### src/rtl/i2s_rx_param.sv
// I2S / left-justified master receiver: generates scki, bck and lrck from clk,
// deserialises din into left/right samples and hands each pair out on a
// valid/ready handshake with sticky overrun detection.
module i2s_rx_param #(
   parameter int unsigned WIDTH   = 24,
   parameter int unsigned SLOT    = 32,
   parameter int unsigned BCK_DIV = 8
) (
   input  logic             clk,
   input  logic             reset,
   input  logic             din,
   input  logic             justify,
   input  logic             sample_ready,
   output logic             scki,
   output logic             bck,
   output logic             lrck,
   output logic [WIDTH-1:0] left,
   output logic [WIDTH-1:0] right,
   output logic             sample_valid,
   output logic             overrun
);

   localparam int unsigned DW = $clog2(BCK_DIV);
   localparam int unsigned BW = $clog2(2 * SLOT);

   localparam logic [DW-1:0] DCNT_LAST = DW'(BCK_DIV - 1);
   localparam logic [DW-1:0] DCNT_RISE = DW'(BCK_DIV / 2 - 1);
   localparam logic [DW-1:0] DCNT_HIGH = DW'(BCK_DIV / 2);
   localparam logic [BW-1:0] BCNT_LAST = BW'(2 * SLOT - 1);
   localparam logic [BW-1:0] BCNT_SLOT = BW'(SLOT);
   localparam logic [BW-1:0] BCNT_W    = BW'(WIDTH);

   logic [DW-1:0]    dcnt;
   logic [BW-1:0]    bcnt;
   logic             mode;
   logic [WIDTH-1:0] shl;
   logic [WIDTH-1:0] shr;
   logic             frame_done;

   logic             dcnt_wrap_c;
   logic             bck_rise_c;
   logic             frame_wrap_c;
   logic [DW-1:0]    dcnt_nxt_c;
   logic [BW-1:0]    bcnt_nxt_c;
   logic             in_right_c;
   logic [BW-1:0]    slot_k_c;
   logic [BW-1:0]    off_c;
   logic             capture_c;

   // Counter next-state, bck edge detection and capture-window decode
   always_comb begin
      dcnt_wrap_c  = 1'b0;
      bck_rise_c   = 1'b0;
      frame_wrap_c = 1'b0;
      dcnt_nxt_c   = dcnt + DW'(1);
      bcnt_nxt_c   = bcnt;
      in_right_c   = 1'b0;
      slot_k_c     = bcnt;
      off_c        = BW'(1);
      capture_c    = 1'b0;

      dcnt_wrap_c = (dcnt == DCNT_LAST);
      bck_rise_c  = (dcnt == DCNT_RISE);
      if (dcnt_wrap_c) begin
         dcnt_nxt_c = '0;
         if (bcnt == BCNT_LAST) begin
            bcnt_nxt_c   = '0;
            frame_wrap_c = 1'b1;
         end else begin
            bcnt_nxt_c = bcnt + BW'(1);
         end
      end

      in_right_c = (bcnt >= BCNT_SLOT);
      if (in_right_c) begin
         slot_k_c = bcnt - BCNT_SLOT;
      end
      // left-justified puts the MSB in slot bit 0, I2S delays it by one bck
      if (mode) begin
         off_c = '0;
      end
      capture_c = bck_rise_c && (slot_k_c >= off_c) && (slot_k_c < (off_c + BCNT_W));
   end

   // Clock divider, bit/frame counters and generated clocks
   always_ff @(posedge clk) begin
      if (reset) begin
         dcnt <= '0;
         bcnt <= '0;
         scki <= 1'b0;
         bck  <= 1'b0;
         lrck <= 1'b0;
      end else begin
         dcnt <= dcnt_nxt_c;
         bcnt <= bcnt_nxt_c;
         scki <= ~scki;
         bck  <= (dcnt_nxt_c >= DCNT_HIGH);
         lrck <= (bcnt_nxt_c >= BCNT_SLOT);
      end
   end

   // Framing mode is only allowed to change on a frame boundary
   always_ff @(posedge clk) begin
      if (reset) begin
         mode <= 1'b0;
      end else if (frame_wrap_c) begin
         mode <= justify;
      end
   end

   // MSB-first deserialisers; a full WIDTH shift fully replaces old contents
   always_ff @(posedge clk) begin
      if (reset) begin
         shl        <= '0;
         shr        <= '0;
         frame_done <= 1'b0;
      end else begin
         if (capture_c && !in_right_c) begin
            shl <= {shl[WIDTH-2:0], din};
         end
         if (capture_c && in_right_c) begin
            shr <= {shr[WIDTH-2:0], din};
         end
         frame_done <= bck_rise_c && (bcnt == BCNT_LAST);
      end
   end

   // Output pair register with valid/ready handshake and sticky overrun
   always_ff @(posedge clk) begin
      if (reset) begin
         left         <= '0;
         right        <= '0;
         sample_valid <= 1'b0;
         overrun      <= 1'b0;
      end else if (frame_done) begin
         left         <= shl;
         right        <= shr;
         sample_valid <= 1'b1;
         if (sample_valid && !sample_ready) begin
            overrun <= 1'b1;
         end
      end else if (sample_valid && sample_ready) begin
         sample_valid <= 1'b0;
      end
   end

endmodule

### config.mk
export PLATFORM = sky130hd
export DESIGN_NAME = i2s_rx_param
export DESIGN_NICKNAME = d
export VERILOG_FILES = /design/src/rtl/i2s_rx_param.sv
export SDC_FILE = /design/constraint.sdc
export NUM_CORES = 1
export LEC_CHECK = 0
export CAP_MARGIN = 20
export CORE_MARGIN = 1
export CORE_UTILIZATION = 40
export CTS_CLUSTER_DIAMETER = 80
export CTS_CLUSTER_SIZE = 40
export DETAILED_ROUTE_END_ITERATION = 7
export GPL_TIMING_DRIVEN = 0
export PLACE_DENSITY = 0.63
export SKIP_CTS_REPAIR_TIMING = 1
export SLEW_MARGIN = 25
export SYNTH_ARGS = -nofsm -noshare
export SYNTH_HDL_FRONTEND = slang
export SYNTH_SLANG_ARGS = --single-unit
### constraint.sdc
create_clock -name clk -period 1.85 [get_ports clk]
set_input_delay 0.2775 -clock clk [delete_from_list [all_inputs] [get_ports clk]]
set_output_delay 0.2775 -clock clk [all_outputs]
set_load 0.005 [all_outputs]
# == After elaboration in Yosys (flattened, before gate mapping) ==
# Index checks and enable logic that the tools add are counted.
# word_totals
inputBits,5
elab_cells,46
register_bits,112
output_inout_bits,53
# classes
reduce_logical,11
eq_ne,3
order_cmp,5
mux,9
add_sub_neg,4
n_bitwise,1
# op_table
operator,n
$mux W6,3
$ge A6 B6 Y1 const B,2
$logic_and A1 B1 Y1,7
$add A6 B1 Y6 const B,1
$add A6 B5 Y6 const B,1
$eq A6 B6 Y1 const B,1
$ge A6 B6 Y1,1
$lt A6 B6 Y1,1
$sub A6 B6 Y6 const B,1
$mux W1,5
$add A3 B1 Y3 const B,1
$eq A3 B2 Y1 const B,1
$eq A3 B3 Y1 const B,1
$ge A3 B3 Y1 const B,1
$mux W3,1
$logic_not A1 Y1,2
$reduce_and A2 Y1,1
$reduce_bool A2 Y1,1
$not A1 Y1,1

# == Longest topological paths before layout ==
# Gate-level depths: netlist of run 1.
# depth
ltp_word,6
depth_mapped,8
ltp_nobuf,6

# == Worst setup path before layout of run 1 ==
# Ideal clock, no wire load.
# synth_path
path_kind,register to register
from,register (tool-made name)
to,register shl[0]
setup_ns,0.072
path_stages_with_launch,9
path_slack_ns,0.200
required_ns,1.778
period_less_slack_ns,1.650
t_arrival_ns,1.578
path_buffers,2
cell_sequence,dfxtp_1 -> inv_1 -> ha_1 -> nor3b_2 -> mux2i_1 -> and3b_1 -> buf_6 -> buf_12 -> mux2i_1
# synth_rtl
element,line_no,source
end signal: assignment,119,"shl <= {shl[WIDTH-2:0], din};"
end: declaration,36,logic [WIDTH-1:0] shl;

==> results.cfg, run 1 <==
[pwr]
leakagePower_nw = 1.809
power.total_mw = 3.925
p_per_area_nw_per_um2 = 733.2
vdd_drop_max_uv = 329.3

[placement]
io_buffer_count = 56
gp_congestion = 0.7775
post-dp-hpwl_um = 5266

[timing]
period_needed_ps = 1847
rsz0062_at_grt = true
finClkSkew_ps = 9.234
setup_tns_ps = 0
finalHoldViolCount = 0
period_share = 0.9983
max_freq_mhz = 541.5
finalMaxSlewViolations = 0
setup_viol = 0
max_slew_margin = 0.6679
worst_pin_slew_ps = 498.1

[setup_path]
start_kind = flop
arrival_ps = 2160
rrSetupSlack_ps = 3
path_max_fanout = 7
crit_required_ps = 2160
end_kind = flop
criticalPathCategory = flop to flop
worstReg2RegEnd = shl[2]$_SDFFE_PP0P_
reg2regPathDepth = 8

[detailed_routing]
drt.antenna.violating_nets = 0
route.detailed.drc = 0
drt-met1-wl_um = 3875
drt_first_iter_violations = 45
top_layer = met4
met3_length_um = 259
vias = 2788
wl_per_cell_um = 13.10
met2_length_um = 3580
routed_via_density = 4.647
drt_pass1_iterations = 4
routed_wl_um = 7862

[grt]
grt_pass1_wl_um = 12710
grt_max_degree = 19
antenna_found_initial = 0
grt_pass1_vias = 2697
globalRoute.totalOverflow = 0
grt_usage = 0.1481

[floorplanning]
num_rows = 37
core_area_sq_um = 10280
ioPinCount = 58
dieArea_sq_um = 10990
die_w_um = 104.9
start_util = 0.4117
die_h_um = 104.9

[final_layout]
fillerInstances = 959
drive_gt1_frac = 0.1379
antenna_cells = 0
area_growth_pct = 26.52
nets = 470

[synthesis]
synth-main-ff-cell = dfxtp_1
synthTopCellsByArea = dfxtp_1 (52%), mux2i_1 (23%), nor2_1 (5.1%), nand2b_1 (4.1%), or2b_2 (3.7%)
synth_cells = 382
yosysMostFrequentCell = dfxtp_1
synth_largest_area_cell = dfxtp_1
netlist_top_cells_count = dfxtp_1 (110), mux2i_1 (98), nor2_1 (57)
syn_nets = 393
synth_enable_flop_cells = 0
ys_types = 27
synth_warnings = 0
synth.cell_area_sq_um = 4232
synthDominantCellAreaShare = 0.5204
async_flop_share = 0
syn_area_per_cell_sq_um = 11.08
yosysSeqAreaShare = 0.5204
ys_ff_latch = 110

[min_path]
min_from = reset
min_to = shl[17]$_SDFFE_PP0P_
worstHoldPathCells = 3
min_path_type = input pin to flop

[cts]
numCtsBuffers = 9
clockRootBuffer = clkbuf_8
clk_latency_ps = 380
clockBufferDepth = 2
path_clk_slew_ps = 100
cts_tree = built
cts_sinks = 110
ctsHtreeMaxLevel = 3

[status]
outcome = complete, no violations

[run]
maxCapViolCount = 0
placed cells by master (no fill, tap or decap):
| master | instances |
|---|---|
| nand3_1 | 3 |
| clkbuf_16 | 4 |
| or4_1 | 1 |
| nor3_1 | 3 |
| mux2i_1 | 97 |
| nand2b_1 | 28 |
| buf_12 | 4 |
| and2_1 | 1 |
| nor2b_1 | 1 |
| and3b_1 | 1 |
| ha_4 | 1 |
| clkbuf_1 | 11 |
| xor2_1 | 3 |
| buf_4 | 7 |
| nand4_1 | 4 |
| nor2_1 | 57 |
| inv_4 | 1 |
| dfxtp_1 | 109 |
| a21oi_1 | 5 |
| nand2_1 | 3 |
| nor3b_4 | 1 |
| dfxtp_4 | 1 |
| inv_6 | 1 |
| and3_1 | 1 |
| or2b_1 | 4 |
| nor3b_1 | 2 |
| or2b_2 | 18 |
| o21ai_0 | 2 |
| ha_1 | 5 |
| mux2i_2 | 1 |
| clkinvlp_4 | 2 |
| clkinv_4 | 1 |
| buf_6 | 4 |
| bufinv_16 | 1 |
| clkdlybuf4s50_1 | 56 |
| buf_2 | 5 |
| clkbuf_8 | 10 |
| inv_1 | 3 |
| clkinv_2 | 2 |
flip-flops by register name (all words and copies together) (netlist names), named ones only:
| name | cells |
|---|---|
| scki | 1 |
| right | 24 |
| sample_valid | 1 |
| bcnt | 1 |
| frame_done | 1 |
| mode | 1 |
| left | 24 |
| shl | 24 |
| shr | 24 |
| dcnt | 2 |
| bck | 1 |
| overrun | 1 |
kinds of logic (layout without fill, tap and decap cells):
logic type / count (synthesis) / in the layout / synth area share
and+or+nand+nor: 128 / 128 / 0.1668
DFF: 110 / 110 / 0.5204
muxes: 98 / 98 / 0.2318
buffers and inverters: 30 / 112 / 0.04878
AOI/OAI and AO/OA: 7 / 7 / 0.008278
adders and majority gates: 6 / 6 / 0.01774
xor gates and xnor gates: 3 / 3 / 0.006210
critical path, stage by stage (launching register included):
cell and delay (ps):
dfxtp_4 370, inv_4 70, ha_4 120, nor3b_4 210
mux2i_2 290, and3b_1 220, buf_6 160, clkbuf_16 160
mux2i_1 170
stage by stage:
step | hold WS (ps) | util | std cells | worst slack, ps | instance area, sq um
2_1_floorplan | 404.3 | - | 382 | 200.5 | 4232
3_3_place_gp | 400.9 | 0.4828 | 574 | -18.11 | 4962
3_5_place_dp | 409.6 | 0.4828 | 574 | -55.20 | 4962
4_1_cts | 213.4 | 0.5019 | 590 | -66.88 | 5159
5_1_grt | 225.6 | 0.5209 | 600 | -110.6 | 5354
6_report | 226.4 | 0.5209 | 600 | 3.130 | 5354
routing by layer:
metal | GRT usage | vias up
li1 | - | 1427
met1 | 0.1977 | 1296
met2 | 0.2285 | 53
met3 | 0.03306 | 12
met4 | 0.06640 | 0
met5 | 0 | -
worst max-delay path by stage:
stage | start | end | slack, ps | cells after the start
final | flop | shl[2]$_SDFFE_PP0P_ | 3 | 8
after global routing | flop | shl[17]$_SDFFE_PP0P_ | -110 | 8
after CTS | flop | shl[4]$_SDFFE_PP0P_ | -70 | 8
after detailed placement | flop | shl[2]$_SDFFE_PP0P_ | -60 | 8
after global placement | flop | shl[7]$_SDFFE_PP0P_ | -20 | 8
after floorplan | flop | shl[0]$_SDFFE_PP0P_ | 200 | 8
power breakdown:
group          internal [mW]  switching [mW]
clock network          0.629           0.835
logic                 0.0370          0.0485
registers               2.37         0.00385
total                   3.04           0.888
layout make-up:
cell class | count | area [sq um] | share of cell area
Sequential cell | 110 | 2206 | 0.4120
Multi-Input combinational cell | 242 | 1846 | 0.3447
Timing Repair Buffer | 67 | 713.2 | 0.1332
Buffer | 25 | 205.2 | 0.03833
Tap cell | 136 | 170.2 | 0.03178
Clock buffer | 9 | 123.9 | 0.02314
Clock inverter | 7 | 72.57 | 0.01355
Inverter | 4 | 17.52 | 0.003272
(Power assumes the default switching activity.)
==> run 2: changes to the inputs <==
==> constraint.sdc (replaced) <==
create_clock -name clk -period 2 [get_ports clk]
set_input_delay 0.3 -clock clk [delete_from_list [all_inputs] [get_ports clk]]
set_output_delay 0.3 -clock clk [all_outputs]
set_load 0.005 [all_outputs]
==> results.cfg, run 2 (synthesis gave the netlist of run 1 again) <==
[cts]
path_clk_slew_ps = 100
cts_tree = built
clockRootBuffer = clkbuf_8
ctsHtreeMaxLevel = 3
numCtsBuffers = 9
clockBufferDepth = 2
cts_sinks = 110
clk_latency_ps = 380

[detailed_routing]
route.detailed.drc = 0
wl_per_cell_um = 12.82
routed_wl_um = 7564
drt.antenna.violating_nets = 0
vias = 2709
routed_via_density = 4.592
drt_first_iter_violations = 64
drt_pass1_iterations = 4

[timing]
max_freq_mhz = 543.1
setup_tns_ps = 0
rsz0062_at_grt = false
setup_viol = 0
max_slew_margin = 0.6693
finalMaxSlewViolations = 0
period_needed_ps = 1841
worst_pin_slew_ps = 496.1
finClkSkew_ps = 8.953
finalHoldViolCount = 0
period_share = 0.9206

[min_path]
min_to = shl[17]$_SDFFE_PP0P_
min_from = reset
worstHoldPathCells = 3
min_path_type = input pin to flop

[pwr]
p_seq_frac = 0.606
power_frac_comb = 0.021
internal_power_mw = 2.810
leakagePower_nw = 1.719
clockPowerShare = 0.373
vdd_drop_max_uv = 304.8
switching_power_mw = 0.8194
p_per_area_nw_per_um2 = 702.9
swShare = 0.2258

[final_layout]
final_cell_mix = dfxtp_1 (109), mux2i_1 (97), nor2_1 (57)
drive_gt1_frac = 0.1145
fin_area_sq_um = 5164
fillerInstances = 970
mostFrequentLayoutCell = dfxtp_1
nets = 460
antenna_cells = 0
area_growth_pct = 22.03

[grt]
met2_usage = 0.2285
grt_pass1_wl_um = 12710
grt_pass1_vias = 2697
globalRoute.totalOverflow = 0
grt_max_degree = 19
antenna_found_initial = 0
use_met1 = 0.1977
met3_usage = 0.03306
grt_usage = 0.1481
grt-busiest-layer = met2

[run]
maxCapViolCount = 0

[setup_path]
crit_required_ps = 2300
crit_path_top_delay_cell = dfxtp_2
criticalPathCategory = flop to flop
path_max_fanout = 10
arrival_ps = 2140
rrSetupSlack_ps = 160
max_stage_delay_ps = 360
reg2regPathDepth = 8
end_kind = flop
path_cells = inv_2 -> ha_1 -> nor3b_2 -> mux2i_2 -> and3_1 -> buf_6 -> buf_6 -> mux2i_1
start_kind = flop
crit_top_cell = buf_6
path_buf_inv = 3
worstReg2RegEnd = shr[18]$_SDFFE_PP0P_
cp_top_family = multiplexers

[status]
outcome = complete, no violations

[floorplanning]
num_rows = 37
core_area_sq_um = 10280
ioPinCount = 58
die_w_um = 104.9
dieArea_sq_um = 10990
start_util = 0.4117
die_h_um = 104.9

[placement]
io_buffer_count = 56
dpl_cell_area_sq_um = 4962
post-dp-hpwl_um = 5266
gp_congestion = 0.7775
run 2: final cells by class:
cell class	count	area (sq um)	area share
buffer	26	191.4	0.03707
clock buffer	9	123.9	0.02399
clock inverter	7	72.57	0.01405
inverter	4	15.01	0.002908
multi-input combinational	242	1827	0.3538
sequential	110	2203	0.4267
tap	136	170.2	0.03295
timing repair buffer	56	560.5	0.1086
run 2: worst max-delay path by stage:
stage / cells past startpoint / slack [ps] / endpoint
final: 8 / 160 / shr[18]$_SDFFE_PP0P_
after global routing: 8 / 20 / shl[23]$_SDFFE_PP0P_
after CTS: 8 / 80 / shl[4]$_SDFFE_PP0P_
after detailed placement: 8 / 90 / shl[2]$_SDFFE_PP0P_
after global placement: 8 / 130 / shl[7]$_SDFFE_PP0P_
after floorplan: 8 / 350 / shl[0]$_SDFFE_PP0P_
run 2: stage by stage:
step                setup WS (ps)  total power [mW]  std cells  hold slack [ps]  utilization
finish                      158.9             3.630        590            249.8       0.5024
global route                24.12             3.781        590            245.6       0.5024
CTS                         83.12             3.666        590            235.9       0.5019
detailed placement          94.80             2.329        574            409.6       0.4828
global placement            131.9             2.327        574            400.9       0.4828
floorplan                   350.5             2.298        382            404.3            -
run 2: power by group through the flow:
stage / Clock, mW / Combinational, mW / Sequential, mW
6_report: 1.35 / 0.0778 / 2.20
5_1_grt: 1.49 / 0.0874 / 2.20
4_1_cts: 1.39 / 0.0792 / 2.20
3_5_place_dp: 0 / 0.0791 / 2.25
3_3_place_gp: 0 / 0.0777 / 2.25
2_1_floorplan: 0 / 0.0483 / 2.25
run 2: per-layer routing:
layer,routed length [um],part of all wire
met2,3395,0.45
met3,220,0.029
met4,131,0.017
met5,0,0
met1,3817,0.50
run 2: tightest hold or removal path, cell delays in order:
cell and delay (ps):
buf_6 110, or2b_2 120, mux2i_1 50
